[src/rtl/axi_config_wr_if.sv]
// AXI4 write-channel bundle (AW/W/B) for axi_config_wr.
// The slave modport is the register-bus side; master is the interconnect side.
interface axi_config_wr_if #(
  parameter int unsigned ADDR_WIDTH  = 32,
  parameter int unsigned DATA_WIDTH  = 32,
  parameter int unsigned STRB_WIDTH  = DATA_WIDTH / 8,
  parameter int unsigned ID_WIDTH    = 8,
  parameter int unsigned BUSER_WIDTH = 1
);
  logic [ID_WIDTH-1:0]    awid;
  logic [ADDR_WIDTH-1:0]  awaddr;
  logic [7:0]             awlen;
  logic [2:0]             awsize;
  logic [1:0]             awburst;
  logic                   awlock;
  logic [3:0]             awcache;
  logic [2:0]             awprot;
  logic [3:0]             awqos;
  logic [3:0]             awregion;
  logic                   awvalid;
  logic                   awready;

  logic [DATA_WIDTH-1:0]  wdata;
  logic [STRB_WIDTH-1:0]  wstrb;
  logic                   wlast;
  logic                   wvalid;
  logic                   wready;

  logic [ID_WIDTH-1:0]    bid;
  logic [1:0]             bresp;
  logic [BUSER_WIDTH-1:0] buser;
  logic                   bvalid;
  logic                   bready;

  modport slave (
    input  awid, awaddr, awlen, awsize, awburst, awlock, awcache, awprot, awqos, awregion,
    input  awvalid,
    output awready,
    input  wdata, wstrb, wlast, wvalid,
    output wready,
    output bid, bresp, buser, bvalid,
    input  bready
  );

  modport master (
    output awid, awaddr, awlen, awsize, awburst, awlock, awcache, awprot, awqos, awregion,
    output awvalid,
    input  awready,
    output wdata, wstrb, wlast, wvalid,
    input  wready,
    input  bid, bresp, buser, bvalid,
    output bready
  );
endinterface

[src/rtl/axi_config_wr.sv]
// AXI4 write slave turning bursts into single-cycle register-bus write strobes.
// Optional wlast checking (SLVERR on mismatch) is enabled by AXI_CONFIG_WR_WLAST_CHECK_EN.
module axi_config_wr #(
  parameter int unsigned ADDR_WIDTH  = 32,
  parameter int unsigned DATA_WIDTH  = 32,
  parameter int unsigned STRB_WIDTH  = DATA_WIDTH / 8,
  parameter int unsigned ID_WIDTH    = 8,
  parameter int unsigned BUSER_WIDTH = 1
) (
  input  logic                  clk,
  input  logic                  rst,
  axi_config_wr_if.slave        s_axi,
  output logic                  wr,
  output logic [ADDR_WIDTH-1:0] waddr,
  output logic [DATA_WIDTH-1:0] wdata,
  output logic [STRB_WIDTH-1:0] wstrb
);

  if (STRB_WIDTH == 0 || (STRB_WIDTH & (STRB_WIDTH - 1)) != 0 || STRB_WIDTH * 8 != DATA_WIDTH)
  begin : g_bad_strb
    $error("axi_config_wr: STRB_WIDTH must be a power of two equal to DATA_WIDTH/8");
  end

  typedef enum logic [1:0] {StIdle, StData, StResp} state_e;

  state_e                state_q, state_d;
  logic                  awready_q, awready_d;
  logic                  wready_q, wready_d;
  logic                  bvalid_q, bvalid_d;
  logic [1:0]            bresp_q, bresp_d;
  logic [ID_WIDTH-1:0]   id_q, id_d;
  logic [ADDR_WIDTH-1:0] addr_q, addr_d;
  logic [7:0]            count_q, count_d;
  logic                  err_q, err_d;
  logic                  wr_q, wr_d;
  logic [ADDR_WIDTH-1:0] waddr_q, waddr_d;
  logic [DATA_WIDTH-1:0] wdata_q, wdata_d;
  logic [STRB_WIDTH-1:0] wstrb_q, wstrb_d;

  logic aw_hs, w_hs, b_hs, last_beat;

  assign aw_hs     = s_axi.awvalid & awready_q;
  assign w_hs      = s_axi.wvalid & wready_q;
  assign b_hs      = s_axi.bready & bvalid_q;
  assign last_beat = (count_q == 8'd0);

  always_ff @(posedge clk) begin
    if (rst) begin
      state_q   <= StIdle;
      awready_q <= 1'b0;
      wready_q  <= 1'b0;
      bvalid_q  <= 1'b0;
      bresp_q   <= 2'b00;
      id_q      <= '0;
      addr_q    <= '0;
      count_q   <= '0;
      err_q     <= 1'b0;
      wr_q      <= 1'b0;
      waddr_q   <= '0;
      wdata_q   <= '0;
      wstrb_q   <= '0;
    end else begin
      state_q   <= state_d;
      awready_q <= awready_d;
      wready_q  <= wready_d;
      bvalid_q  <= bvalid_d;
      bresp_q   <= bresp_d;
      id_q      <= id_d;
      addr_q    <= addr_d;
      count_q   <= count_d;
      err_q     <= err_d;
      wr_q      <= wr_d;
      waddr_q   <= waddr_d;
      wdata_q   <= wdata_d;
      wstrb_q   <= wstrb_d;
    end
  end

  always_comb begin
    state_d = state_q;
    id_d    = id_q;
    addr_d  = addr_q;
    count_d = count_q;
    err_d   = err_q;
    case (state_q)
      StIdle: begin
        if (aw_hs) begin
          state_d = StData;
          id_d    = s_axi.awid;
          addr_d  = s_axi.awaddr;
          count_d = s_axi.awlen;
          err_d   = 1'b0;
        end
      end
      StData: begin
        if (w_hs) begin
          // Always INCR by one bus word; awburst/awsize are deliberately ignored.
          addr_d = addr_q + ADDR_WIDTH'(STRB_WIDTH);
`ifdef AXI_CONFIG_WR_WLAST_CHECK_EN
          err_d = err_q | (s_axi.wlast != last_beat);
`endif
          if (last_beat) begin
            state_d = StResp;
          end else begin
            count_d = count_q - 8'd1;
          end
        end
      end
      StResp: begin
        if (b_hs) begin
          state_d = StIdle;
          err_d   = 1'b0;
        end
      end
      default: state_d = StIdle;
    endcase
  end

  // Handshake outputs are registered from the next state so they drop to 0 in reset.
  always_comb begin
    awready_d = (state_d == StIdle);
    wready_d  = (state_d == StData);
    bvalid_d  = (state_d == StResp);
    bresp_d   = (state_d == StResp && err_d) ? 2'b10 : 2'b00;
    wr_d      = w_hs;
    waddr_d   = waddr_q;
    wdata_d   = wdata_q;
    wstrb_d   = wstrb_q;
    if (w_hs) begin
      waddr_d = addr_q;
      wdata_d = s_axi.wdata;
      wstrb_d = s_axi.wstrb;
    end
  end

  assign s_axi.awready = awready_q;
  assign s_axi.wready  = wready_q;
  assign s_axi.bvalid  = bvalid_q;
  assign s_axi.bresp   = bresp_q;
  assign s_axi.bid     = id_q;
  assign s_axi.buser   = {BUSER_WIDTH{1'b0}};

  assign wr    = wr_q;
  assign waddr = waddr_q;
  assign wdata = wdata_q;
  assign wstrb = wstrb_q;

endmodule

[src/flat_wrapper.sv]
// flat-port wrapper written by rule: the top's interface ports become plain ports
module axi_config_wr_flat 
#(
  parameter int unsigned ADDR_WIDTH  = 32,
  parameter int unsigned DATA_WIDTH  = 32,
  parameter int unsigned STRB_WIDTH  = DATA_WIDTH / 8,
  parameter int unsigned ID_WIDTH    = 8,
  parameter int unsigned BUSER_WIDTH = 1
)
  (clk, rst, wr, waddr, wdata, wstrb, s_axi_awid, s_axi_awaddr, s_axi_awlen, s_axi_awsize, s_axi_awburst, s_axi_awlock, s_axi_awcache, s_axi_awprot, s_axi_awqos, s_axi_awregion, s_axi_awvalid, s_axi_awready, s_axi_wdata, s_axi_wstrb, s_axi_wlast, s_axi_wvalid, s_axi_wready, s_axi_bid, s_axi_bresp, s_axi_buser, s_axi_bvalid, s_axi_bready);
  axi_config_wr_if #(.ADDR_WIDTH(ADDR_WIDTH), .DATA_WIDTH(DATA_WIDTH), .STRB_WIDTH(STRB_WIDTH), .ID_WIDTH(ID_WIDTH), .BUSER_WIDTH(BUSER_WIDTH)) s_axi_i ();
  input  logic clk;
  input  logic rst;
  output logic wr;
  output logic [ADDR_WIDTH-1:0] waddr;
  output logic [DATA_WIDTH-1:0] wdata;
  output logic [STRB_WIDTH-1:0] wstrb;
  input wire logic [$bits(s_axi_i.awid)-1:0] s_axi_awid;
  input wire logic [$bits(s_axi_i.awaddr)-1:0] s_axi_awaddr;
  input wire logic [$bits(s_axi_i.awlen)-1:0] s_axi_awlen;
  input wire logic [$bits(s_axi_i.awsize)-1:0] s_axi_awsize;
  input wire logic [$bits(s_axi_i.awburst)-1:0] s_axi_awburst;
  input wire logic [$bits(s_axi_i.awlock)-1:0] s_axi_awlock;
  input wire logic [$bits(s_axi_i.awcache)-1:0] s_axi_awcache;
  input wire logic [$bits(s_axi_i.awprot)-1:0] s_axi_awprot;
  input wire logic [$bits(s_axi_i.awqos)-1:0] s_axi_awqos;
  input wire logic [$bits(s_axi_i.awregion)-1:0] s_axi_awregion;
  input wire logic [$bits(s_axi_i.awvalid)-1:0] s_axi_awvalid;
  output wire logic [$bits(s_axi_i.awready)-1:0] s_axi_awready;
  input wire logic [$bits(s_axi_i.wdata)-1:0] s_axi_wdata;
  input wire logic [$bits(s_axi_i.wstrb)-1:0] s_axi_wstrb;
  input wire logic [$bits(s_axi_i.wlast)-1:0] s_axi_wlast;
  input wire logic [$bits(s_axi_i.wvalid)-1:0] s_axi_wvalid;
  output wire logic [$bits(s_axi_i.wready)-1:0] s_axi_wready;
  output wire logic [$bits(s_axi_i.bid)-1:0] s_axi_bid;
  output wire logic [$bits(s_axi_i.bresp)-1:0] s_axi_bresp;
  output wire logic [$bits(s_axi_i.buser)-1:0] s_axi_buser;
  output wire logic [$bits(s_axi_i.bvalid)-1:0] s_axi_bvalid;
  input wire logic [$bits(s_axi_i.bready)-1:0] s_axi_bready;
  assign s_axi_i.awid = s_axi_awid;
  assign s_axi_i.awaddr = s_axi_awaddr;
  assign s_axi_i.awlen = s_axi_awlen;
  assign s_axi_i.awsize = s_axi_awsize;
  assign s_axi_i.awburst = s_axi_awburst;
  assign s_axi_i.awlock = s_axi_awlock;
  assign s_axi_i.awcache = s_axi_awcache;
  assign s_axi_i.awprot = s_axi_awprot;
  assign s_axi_i.awqos = s_axi_awqos;
  assign s_axi_i.awregion = s_axi_awregion;
  assign s_axi_i.awvalid = s_axi_awvalid;
  assign s_axi_awready = s_axi_i.awready;
  assign s_axi_i.wdata = s_axi_wdata;
  assign s_axi_i.wstrb = s_axi_wstrb;
  assign s_axi_i.wlast = s_axi_wlast;
  assign s_axi_i.wvalid = s_axi_wvalid;
  assign s_axi_wready = s_axi_i.wready;
  assign s_axi_bid = s_axi_i.bid;
  assign s_axi_bresp = s_axi_i.bresp;
  assign s_axi_buser = s_axi_i.buser;
  assign s_axi_bvalid = s_axi_i.bvalid;
  assign s_axi_i.bready = s_axi_bready;
  axi_config_wr #(.ADDR_WIDTH(ADDR_WIDTH), .DATA_WIDTH(DATA_WIDTH), .STRB_WIDTH(STRB_WIDTH), .ID_WIDTH(ID_WIDTH), .BUSER_WIDTH(BUSER_WIDTH)) u_core (.clk(clk), .rst(rst), .s_axi(s_axi_i), .wr(wr), .waddr(waddr), .wdata(wdata), .wstrb(wstrb));
endmodule
[config.mk]
export PLATFORM = sky130hd
export DESIGN_NAME = axi_config_wr_flat
export DESIGN_NICKNAME = d
export VERILOG_FILES = /design/src/rtl/axi_config_wr_if.sv /design/src/rtl/axi_config_wr.sv /design/src/flat_wrapper.sv
export SDC_FILE = /design/constraint.sdc
export NUM_CORES = 1
export LEC_CHECK = 0
export CELL_PAD_IN_SITES_DETAIL_PLACEMENT = 1
export CELL_PAD_IN_SITES_GLOBAL_PLACEMENT = 1
export CORE_MARGIN = 4
export CORE_UTILIZATION = 32
export DETAILED_ROUTE_END_ITERATION = 10
export GPL_ROUTABILITY_DRIVEN = 0
export PLACE_DENSITY = 0.86
export SLEW_MARGIN = 20
export SYNTH_ARGS = -nofsm -noshare
export SYNTH_HDL_FRONTEND = slang
export SYNTH_SLANG_ARGS = --single-unit
[constraint.sdc]
create_clock -name clk -period 2.9 [get_ports clk]
set_input_delay 0.29 -clock clk [delete_from_list [all_inputs] [get_ports clk]]
set_output_delay 0.29 -clock clk [all_outputs]
set_load 0.05 [all_outputs]
Word level (Yosys, flattened, before mapping)
Index checks and enable logic that the tools add are counted.
W data, S select, Z words.
Cells by class
  add/subtract/negate cells: 2
  eq/ne operators: 7
  bitwise gates (word level): 3
  multiplexer cells: 16
  reduce and logical (&&, ||, !) cells: 8
Operator list (number)
  $mux W32: 2
  $pmux W32 S2: 1
  $add A32 B3 Y32 const B: 1
  $mux W8: 3
  $pmux W8 S2: 1
  $mux W2: 5
  $logic_not A8 Y1: 1
  $sub A8 B1 Y8 const B: 1
  $pmux W2 S3: 1
  $eq A2 B1 Y1 const B: 2
  $eq A2 B2 Y1 const B: 2
  $logic_not A2 Y1: 2
  $ne A2 B1 Y1 const B: 2
  $reduce_and A4 Y1: 1
  $and A1 B1 Y1: 3
  $reduce_and A3 Y1: 1
  $mux W1: 2
  $ne A2 B2 Y1 const B: 1
  $pmux W1 S2: 1
  $reduce_and A2 Y1: 1
  $reduce_bool A2 Y1: 1
  $logic_and A1 B1 Y1: 1
Storage, ports and cells
  input bits: 111
  flip-flop bits (word level): 125
  output and inout bits: 83

Longest topological paths before layout
Gate-level depths: netlist of the first run.
  depth in word-level cells: 7
  mapped depth: 8
  depth with buffers taken out: 6

Worst setup path after synthesis of the first run
OpenSTA, ideal clock, no wires.
  kind: register -> register
  start point: register u_core.awready_q, in the netlist u_core.s_axi.awready
  end point: register u_core.count_q[3]
  cell stages (with the launch flop): 7
  buffers on the path: 2
  arrival: 1.933 ns
  period minus slack after synthesis: 2.068 ns
  path slack: 0.832 ns
  cells stage by stage: dfxtp_1 nor4bb_1 clkbuf_1 a21oi_1 clkbuf_1 o311ai_0 o31ai_1
Between the ends
  longest elaborated chain between the ends: 3
Ends and longest elaborated chain
  start, declared: line axi_config_wr.sv:27  | logic awready_q, awready_d;
  start signal, assigned: line axi_config_wr.sv:64  | awready_q <= awready_d;
  $and A1 B1 Y1: line axi_config_wr.sv:42  | assign aw_hs = s_axi.awvalid & awready_q;
  $ne A2 B1 Y1 (no line)
  $reduce_and A4 Y1 (no line)
  end signal, assigned: line axi_config_wr.sv:70  | count_q <= count_d;
  end, declared: line axi_config_wr.sv:33  | logic [7:0] count_q, count_d;
Every way passes these cells.
A chain may end at the register's enable or synchronous reset.

Worst setup path in the final report of the first run
  start point: register u_core.count_q[0]
  end point: register u_core.count_q[1]
Between the ends
  longest elaborated chain between the ends: 4
  elaborated cells on any way between the ends: 7
  classes of those cells: 1 x add/sub; 1 x eq/ne; 3 x mux; 2 x reduce/logical
Ends and longest elaborated chain
  $sub A8 B1 Y8: line axi_config_wr.sv:105  | count_d = count_q - 8'd1;
  $mux W8: line axi_config_wr.sv:102  | if (last_beat) begin
  $mux W8: line axi_config_wr.sv:96  | if (w_hs) begin
  $pmux W8 S2: line axi_config_wr.sv:85  | case (state_q)
Parallel ways exist; a longest one is shown, timed or not. The select of a mux whose other input is x is not followed.

==> results.json, run 1 <==
{
  "reg2reg_slack_ps": 580,
  "first_global_vias": 6004,
  "rsz0062_at_grt": "false",
  "area.growth.synth_to_final_pct": 43.9,
  "transition_time_at_the_pin_with_the_least_slew_margin_ps": 771,
  "routed_wire_length_per_instance_um": 18.0,
  "level_count_of_the_clock_h_tree": 4,
  "timing.max_slew.rel_slack_pct": 48.6,
  "global_route.usage.total_pct": 19.9,
  "post_synth_fa_ha_maj_area_fraction_pct": 0.456,
  "cts_resized": 0,
  "final_period_minus_worst_setup_slack_ps": 2320,
  "synth_top_family_by_area": "simple AND/OR/NAND/NOR gates",
  "worstPathRequired_ps": 3220,
  "timing.critical_path.slowest_cell_delay_ps": 680,
  "nets": 963,
  "power.static_leakage_nw": 2.63,
  "drv_slew": 0,
  "final.setup_skew_ps": 6.32,
  "yosysUniqueCellTypes": 65,
  "crit_type": "reg -> reg",
  "numPortBuffers": 169,
  "std_cell_rows": 47,
  "post_synth_and_or_nand_nor_area_fraction_pct": 27.4,
  "min-delay-path-class": "in -> reg",
  "initial_core_util_pct": 32.9,
  "antenna_found_initial": 1,
  "final_common_cell": "sky130_fd_sc_hd__nand2_1",
  "tritoncts.num_buffers": 17,
  "timing.critical_path.to_type": "flop",
  "count_of_hold_fix_buffers_inserted_at_cts": 0,
  "tritoncts_clock_tree": "yes",
  "yosys.area_share.xor_xnor_pct": 0,
  "max-cap-violations": 0,
  "mean_instance_size_in_the_synthesized_netlist_sq_um": 7.83,
  "floorplan.core_area_sq_um": 16700,
  "synth-edff-count": 0,
  "setup_tns_after_final_layout_ps": 0,
  "synth.area.mux_share_pct": 0.205,
  "cts_buffer_depth": 2,
  "syn-cell-area_sq_um": 5490,
  "rr_startpoint": "u_core.count_q[0]",
  "capture_point_of_the_worst_reg_to_reg_path": "u_core.count_q[1]",
  "final_min_period_over_clock_period_pct": 80.1,
  "tritoncts_sink_count": 124,
  "firstDrtPassIters": 5,
  "crit_slowest_cell": "sky130_fd_sc_hd__nor4_2",
  "die_w_um": 139,
  "totalWireLength_mm": 19.4,
  "timing_hold_violations_final": 0,
  "worst_hold_path.num_cells": 2,
  "drt-vias-per-instance": 5.36,
  "status": "complete, no violations",
  "reg2reg_depth": 6,
  "synth_async_sr_flop_share_pct": 0,
  "critical_path.cell_chain": "inv_1, ha_1, or3b_1, nor4_2, a2111oi_0, a211oi_1",
  "yosysSeqAreaShare_pct": 45.2,
  "worst_ep_arrival_time_ps": 2650,
  "cts_setup_buffers": 0,
  "synth_seq_cells": 124,
  "ant_nets": 0,
  "maximum_operating_frequency_ghz": 0.430,
  "cp-start-kind": "flop",
  "io_pins": 194,
  "detailedRoute.firstIterationViolations": 437,
  "timing.hold.worst_endpoint": "u_core.addr_q[19]",
  "post_synth_inst_count": 701,
  "dp_cell_count": 1051,
  "powerDensity_nw_per_um2": 563,
  "worstHoldStart": "rst",
  "finish.cell_count_without_fillers": 1081,
  "synth_flop_cell": "sky130_fd_sc_hd__dfxtp_1",
  "grt_start_max_net_pins": 69,
  "fp.dieArea_sq_um": 19300,
  "mostFrequentLayoutCells": "sky130_fd_sc_hd__nand2_1 (187), sky130_fd_sc_hd__clkdlybuf4s50_1 (168), sky130_fd_sc_hd__dfxtp_1 (124), sky130_fd_sc_hd__a21oi_1 (101), sky130_fd_sc_hd__nand3_1 (20)",
  "gr-total-overflow": 0,
  "setup_violations": 0,
  "clk_pin_slew_worst_paths_ps": 50,
  "synth.yosys.warnings": 0,
  "critical_path_peak_fanout": 7,
  "route.vias.total": 5799,
  "floorplan.die.height_um": 139,
  "synth_compound_gate_area_share_pct": 22.0,
  "root_buffer_cell": "sky130_fd_sc_hd__clkbuf_16",
  "clock_latency_ps": 410,
  "timing.critical_path.buf_inv": 1,
  "drive_gt1_share_pct": 6.51,
  "hpwl_mm": 13.0,
  "vdd_ir_drop_max_uv": 384,
  "grt_first_pass_wirelength_mm": 31.5,
  "crit_path_depth": 6,
  "critPathTopFamily": "simple AND/OR/NAND/NOR gates",
  "drt_drc_violations_left": 0
}
==> report_power, final <==
group,switching (mW),internal (mW)
sequential,0.0826,1.78
clock,0.739,1.17
combinational,0.400,0.281
total,1.22,3.22
==> routing by layer <==
metal  vias up  GRT usage [%]  wire, um
met5         -              0         0
met4         0           7.42       414
met3        28           5.86      1260
met2       184           32.5      9240
met1      2785           25.1      8520
li1       2802              -         -
==> worst max-delay path by stage <==
stage                                    start           endpoint  slack (ps)
final                        u_core.count_q[0]  u_core.count_q[1]         580
after detailed placement     u_core.count_q[0]  u_core.count_q[4]         680
after global routing         u_core.state_q[0]  u_core.addr_q[13]         450
after global placement       u_core.count_q[0]  u_core.count_q[4]         690
after floorplan           u_core.s_axi.awready  u_core.count_q[3]         830
after CTS                    u_core.count_q[0]  u_core.count_q[4]         630
==> final cells by class <==
class	instances	area [sq um]
clock inverter	2	10.0
fill	2019	8800
inverter	6	22.5
clock buffer	27	503
multi-input combinational	514	2780
sequential	124	2480
antenna	1	2.50
timing repair buffer	187	1820
tap	220	275
==> stage by stage <==
step | total power [mW] | hold slack (ps) | utilization [%] | setup slack [ps] | cell area, sq um
floorplan | 2.27 | 426 | - | 832 | 5490
global placement | 2.56 | 441 | 44.2 | 689 | 7380
detailed placement | 2.57 | 449 | 44.2 | 677 | 7380
CTS | 4.49 | 378 | 47.3 | 632 | 7900
global route | 4.64 | 413 | 47.3 | 445 | 7900
finish | 4.45 | 401 | 47.3 | 577 | 7900
==> Yosys cell counts (3+ instances only) <==
library cell	instances	area share (%)
sky130_fd_sc_hd__nand2_1	188	13
sky130_fd_sc_hd__dfxtp_1	124	45
sky130_fd_sc_hd__a21oi_1	102	9.3
sky130_fd_sc_hd__clkbuf_1	46	3.1
sky130_fd_sc_hd__nand3_1	20	1.8
sky130_fd_sc_hd__nor2_1	18	1.2
sky130_fd_sc_hd__o21ai_0	16	1.5
sky130_fd_sc_hd__nor3_1	13	1.2
sky130_fd_sc_hd__or4_1	12	1.6
sky130_fd_sc_hd__nor4_1	10	1.1
sky130_fd_sc_hd__nand4_1	9	1.0
sky130_fd_sc_hd__and3_1	8	0.91
sky130_fd_sc_hd__or3_1	7	0.80
sky130_fd_sc_hd__a211oi_1	6	0.82
sky130_fd_sc_hd__a31oi_1	6	0.68
sky130_fd_sc_hd__inv_1	6	0.41
sky130_fd_sc_hd__o211ai_1	6	0.82
sky130_fd_sc_hd__o31ai_1	6	0.82
sky130_fd_sc_hd__a32o_1	5	0.91
sky130_fd_sc_hd__buf_2	5	0.46
sky130_fd_sc_hd__o21a_1	5	0.68
sky130_fd_sc_hd__a22oi_1	4	0.55
sky130_fd_sc_hd__and2_1	4	0.46
sky130_fd_sc_hd__buf_1	4	0.27
sky130_fd_sc_hd__nor2b_1	4	0.46
sky130_fd_sc_hd__nor3b_1	4	0.55
sky130_fd_sc_hd__o311ai_0	4	0.64
sky130_fd_sc_hd__a21o_1	3	0.41
sky130_fd_sc_hd__buf_4	3	0.41
sky130_fd_sc_hd__nand4b_1	3	0.48
sky130_fd_sc_hd__o2111ai_1	3	0.48
==> cell families (layout without fill, tap and decap cells) <==
logic type | after synthesis | after routing
other | 1 | 3
muxes | 1 | 1
AOI/OAI and AO/OA | 194 | 194
and+or+nand+nor | 315 | 315
adders and majority gates | 2 | 2
buffers and inverters | 64 | 222
DFF | 124 | 124
==> flip-flops by register name (all words and copies together) (netlist names) <==
signal                count
u_core.addr_q            32
u_core.err_q              1
u_core.s_axi.bresp        1
u_core.s_axi.awready      1
u_core.waddr             32
u_core.state_q            2
u_core.wstrb              4
u_core.s_axi.wready       1
u_core.wr                 1
u_core.count_q            8
u_core.s_axi.bvalid       1
u_core.wdata             32
u_core.s_axi.bid          8
(Power assumes the default switching activity.)
==> run 2: changes to the inputs <==
Clock period 2.9 ns to 2.2 ns, I/O delays scaled along.
==> run 2 against run 1 <==
Clock power grew 56%. Core utilization up 1.9 points. Sequential share of layout area fell by 1.2 points. Non-clock buffer count grew 21. Highest routed layer unchanged.
==> results.json, run 2 (synthesis results as in run 1) <==
{
  "level_count_of_the_clock_h_tree": 4,
  "critical_path_peak_fanout": 9,
  "final_period_minus_worst_setup_slack_ps": 2080,
  "critPathLaunch": "u_core.addr_q[14]",
  "firstDrtPassIters": 4,
  "clk_pin_slew_worst_paths_ps": 60,
  "area.growth.synth_to_final_pct": 49.8,
  "worst_ep_arrival_time_ps": 2420,
  "place_ws_ps": 105,
  "rr_startpoint": "u_core.addr_q[14]",
  "combinationalPowerShare_pct": 15.4,
  "drive_gt1_share_pct": 9.75,
  "crit_type": "reg -> reg",
  "timing.max_slew.rel_slack_pct": 48.8,
  "post-route-worst-setup-slack_ps": 117,
  "capture_point_of_the_worst_reg_to_reg_path": "u_core.addr_q[21]",
  "floorplan.core_area_sq_um": 16700,
  "io_pins": 194,
  "tritoncts_clock_tree": "yes",
  "drt_drc_violations_left": 0,
  "fp.dieArea_sq_um": 19300,
  "routed_wire_length_per_instance_um": 18.4,
  "final.setup_skew_ps": 6.86,
  "worstHoldStart": "rst",
  "setup_violations": 0,
  "totalWireLength_mm": 20.3,
  "setup_tns_after_final_layout_ps": 0,
  "rsz0062_at_grt": "true",
  "global_route.usage.total_pct": 20.7,
  "share_seq_of_total_power_pct": 38.3,
  "final_common_cell": "sky130_fd_sc_hd__nand2_1",
  "worstPathRequired_ps": 2540,
  "cp-start-kind": "flop",
  "final_min_period_over_clock_period_pct": 94.7,
  "status": "complete, no violations",
  "mostFrequentLayoutCells": "sky130_fd_sc_hd__nand2_1 (187), sky130_fd_sc_hd__clkdlybuf4s50_1 (168), sky130_fd_sc_hd__dfxtp_1 (124), sky130_fd_sc_hd__a21oi_1 (101), sky130_fd_sc_hd__buf_4 (36)",
  "tritoncts_sink_count": 124,
  "timing_hold_violations_final": 0,
  "clkPwrFrac_pct": 46.4,
  "n_antenna_cell": 0,
  "initial_core_util_pct": 32.9,
  "power.static_leakage_nw": 2.81,
  "tritoncts.num_buffers": 17,
  "antenna_found_initial": 0,
  "switchingPower_mw": 1.67,
  "transition_time_at_the_pin_with_the_least_slew_margin_ps": 767,
  "powerDensity_nw_per_um2": 775,
  "drt-vias-per-instance": 5.36,
  "grt_first_pass_wirelength_mm": 32.7,
  "final_core_occ_pct": 49.2,
  "min-delay-path-class": "in -> reg",
  "detailedRoute.firstIterationViolations": 395,
  "die_w_um": 139,
  "worst_hold_path.num_cells": 2,
  "grt_start_max_net_pins": 71,
  "route.vias.total": 5907,
  "max-cap-violations": 0,
  "nets": 984,
  "count_of_hold_fix_buffers_inserted_at_cts": 0,
  "clock_latency_ps": 420,
  "std_cell_rows": 47,
  "timing.critical_path.to_type": "flop",
  "floorplan.die.height_um": 139,
  "gr-total-overflow": 0,
  "worst_hold_slack_ps": 160,
  "maximum_operating_frequency_ghz": 0.480,
  "first_global_vias": 6183,
  "vdd_ir_drop_max_uv": 500,
  "drv_slew": 0,
  "hpwl_mm": 13.6,
  "root_buffer_cell": "sky130_fd_sc_hd__clkbuf_16",
  "timing.hold.worst_endpoint": "u_core.waddr[30]",
  "reg2reg_depth": 4,
  "power.share.switching_pct": 26.2,
  "cts_setup_buffers": 0,
  "numPortBuffers": 169,
  "num-fill-cells": 1980,
  "internal-power_mw": 4.71,
  "cts_buffer_depth": 2,
  "ant_nets": 0,
  "reg2reg_slack_ps": 120
}
[run 2: cell types whose count changed in the layout (fill, tap and decap cells not counted), sizes merged]
cell      delta
clkbuf       -3
bufinv       +3
diode        -1
clkinvlp     +1
buf         +21
[run 2: what timing repair did]
item	in CTS	in global routing
cloned	0	0
resized for setup	1	4
setup endpoints to repair	5	10
[run 2: area by class of cell]
| cell class | instances | area, sq um | share of cell area [%] |
|---|---|---|---|
| flip-flops and latches | 124 | 2480 | 30.2 |
| clock buffers | 24 | 512 | 6.22 |
| well taps | 220 | 275 | 3.35 |
| repair buffers | 208 | 2030 | 24.7 |
| clock inverters | 6 | 108 | 1.31 |
| multi-input cells | 514 | 2790 | 33.9 |
| inverters | 6 | 22.5 | 0.274 |
[run 2: metrics by stage]
stage / cell area (sq um) / instances / total power [mW]
floorplan: 5490 / 702 / 2.99
global placement: 7590 / 1072 / 3.42
detailed placement: 7590 / 1072 / 3.45
CTS: 8220 / 1102 / 6.43
global route: 8220 / 1102 / 6.62
finish: 8220 / 1102 / 6.38
[run 2: worst max-delay path by stage]
| stage | to | slack, ps | cells after the start |
|---|---|---|---|
| detailed placement | u_core.count_q[1] | 110 | 7 |
| finish | u_core.addr_q[21] | 120 | 4 |
| global route | u_core.count_q[4] | -5 | 7 |
| CTS | u_core.count_q[4] | 40 | 7 |
| floorplan | u_core.count_q[3] | 130 | 6 |
| global placement | u_core.count_q[4] | 190 | 7 |
[run 2: power groups by stage]
stage	sequential [mW]	clock, mW	combinational (mW)
floorplan	2.60	0	0.394
global route	2.45	3.11	1.05
detailed placement	2.48	0	0.963
CTS	2.44	3.01	0.978
finish	2.44	2.96	0.979
global placement	2.48	0	0.946
[run 2: critical path, stage by stage, from the launching register on]
cell,delay (ps)
sky130_fd_sc_hd__dfxtp_1,470
sky130_fd_sc_hd__nand3_4,150
sky130_fd_sc_hd__or4_1,750
sky130_fd_sc_hd__or4_1,460
sky130_fd_sc_hd__a31oi_1,170
[run 2: per-layer routing]
layer  global-route usage, %  wire [um]  vias up
li1                        -          -     2845
met1                    24.9       8710     2869
met2                    35.4       9970      167
met3                    6.03       1170       26
met4                    7.26        407        0
met5                       0          0        -
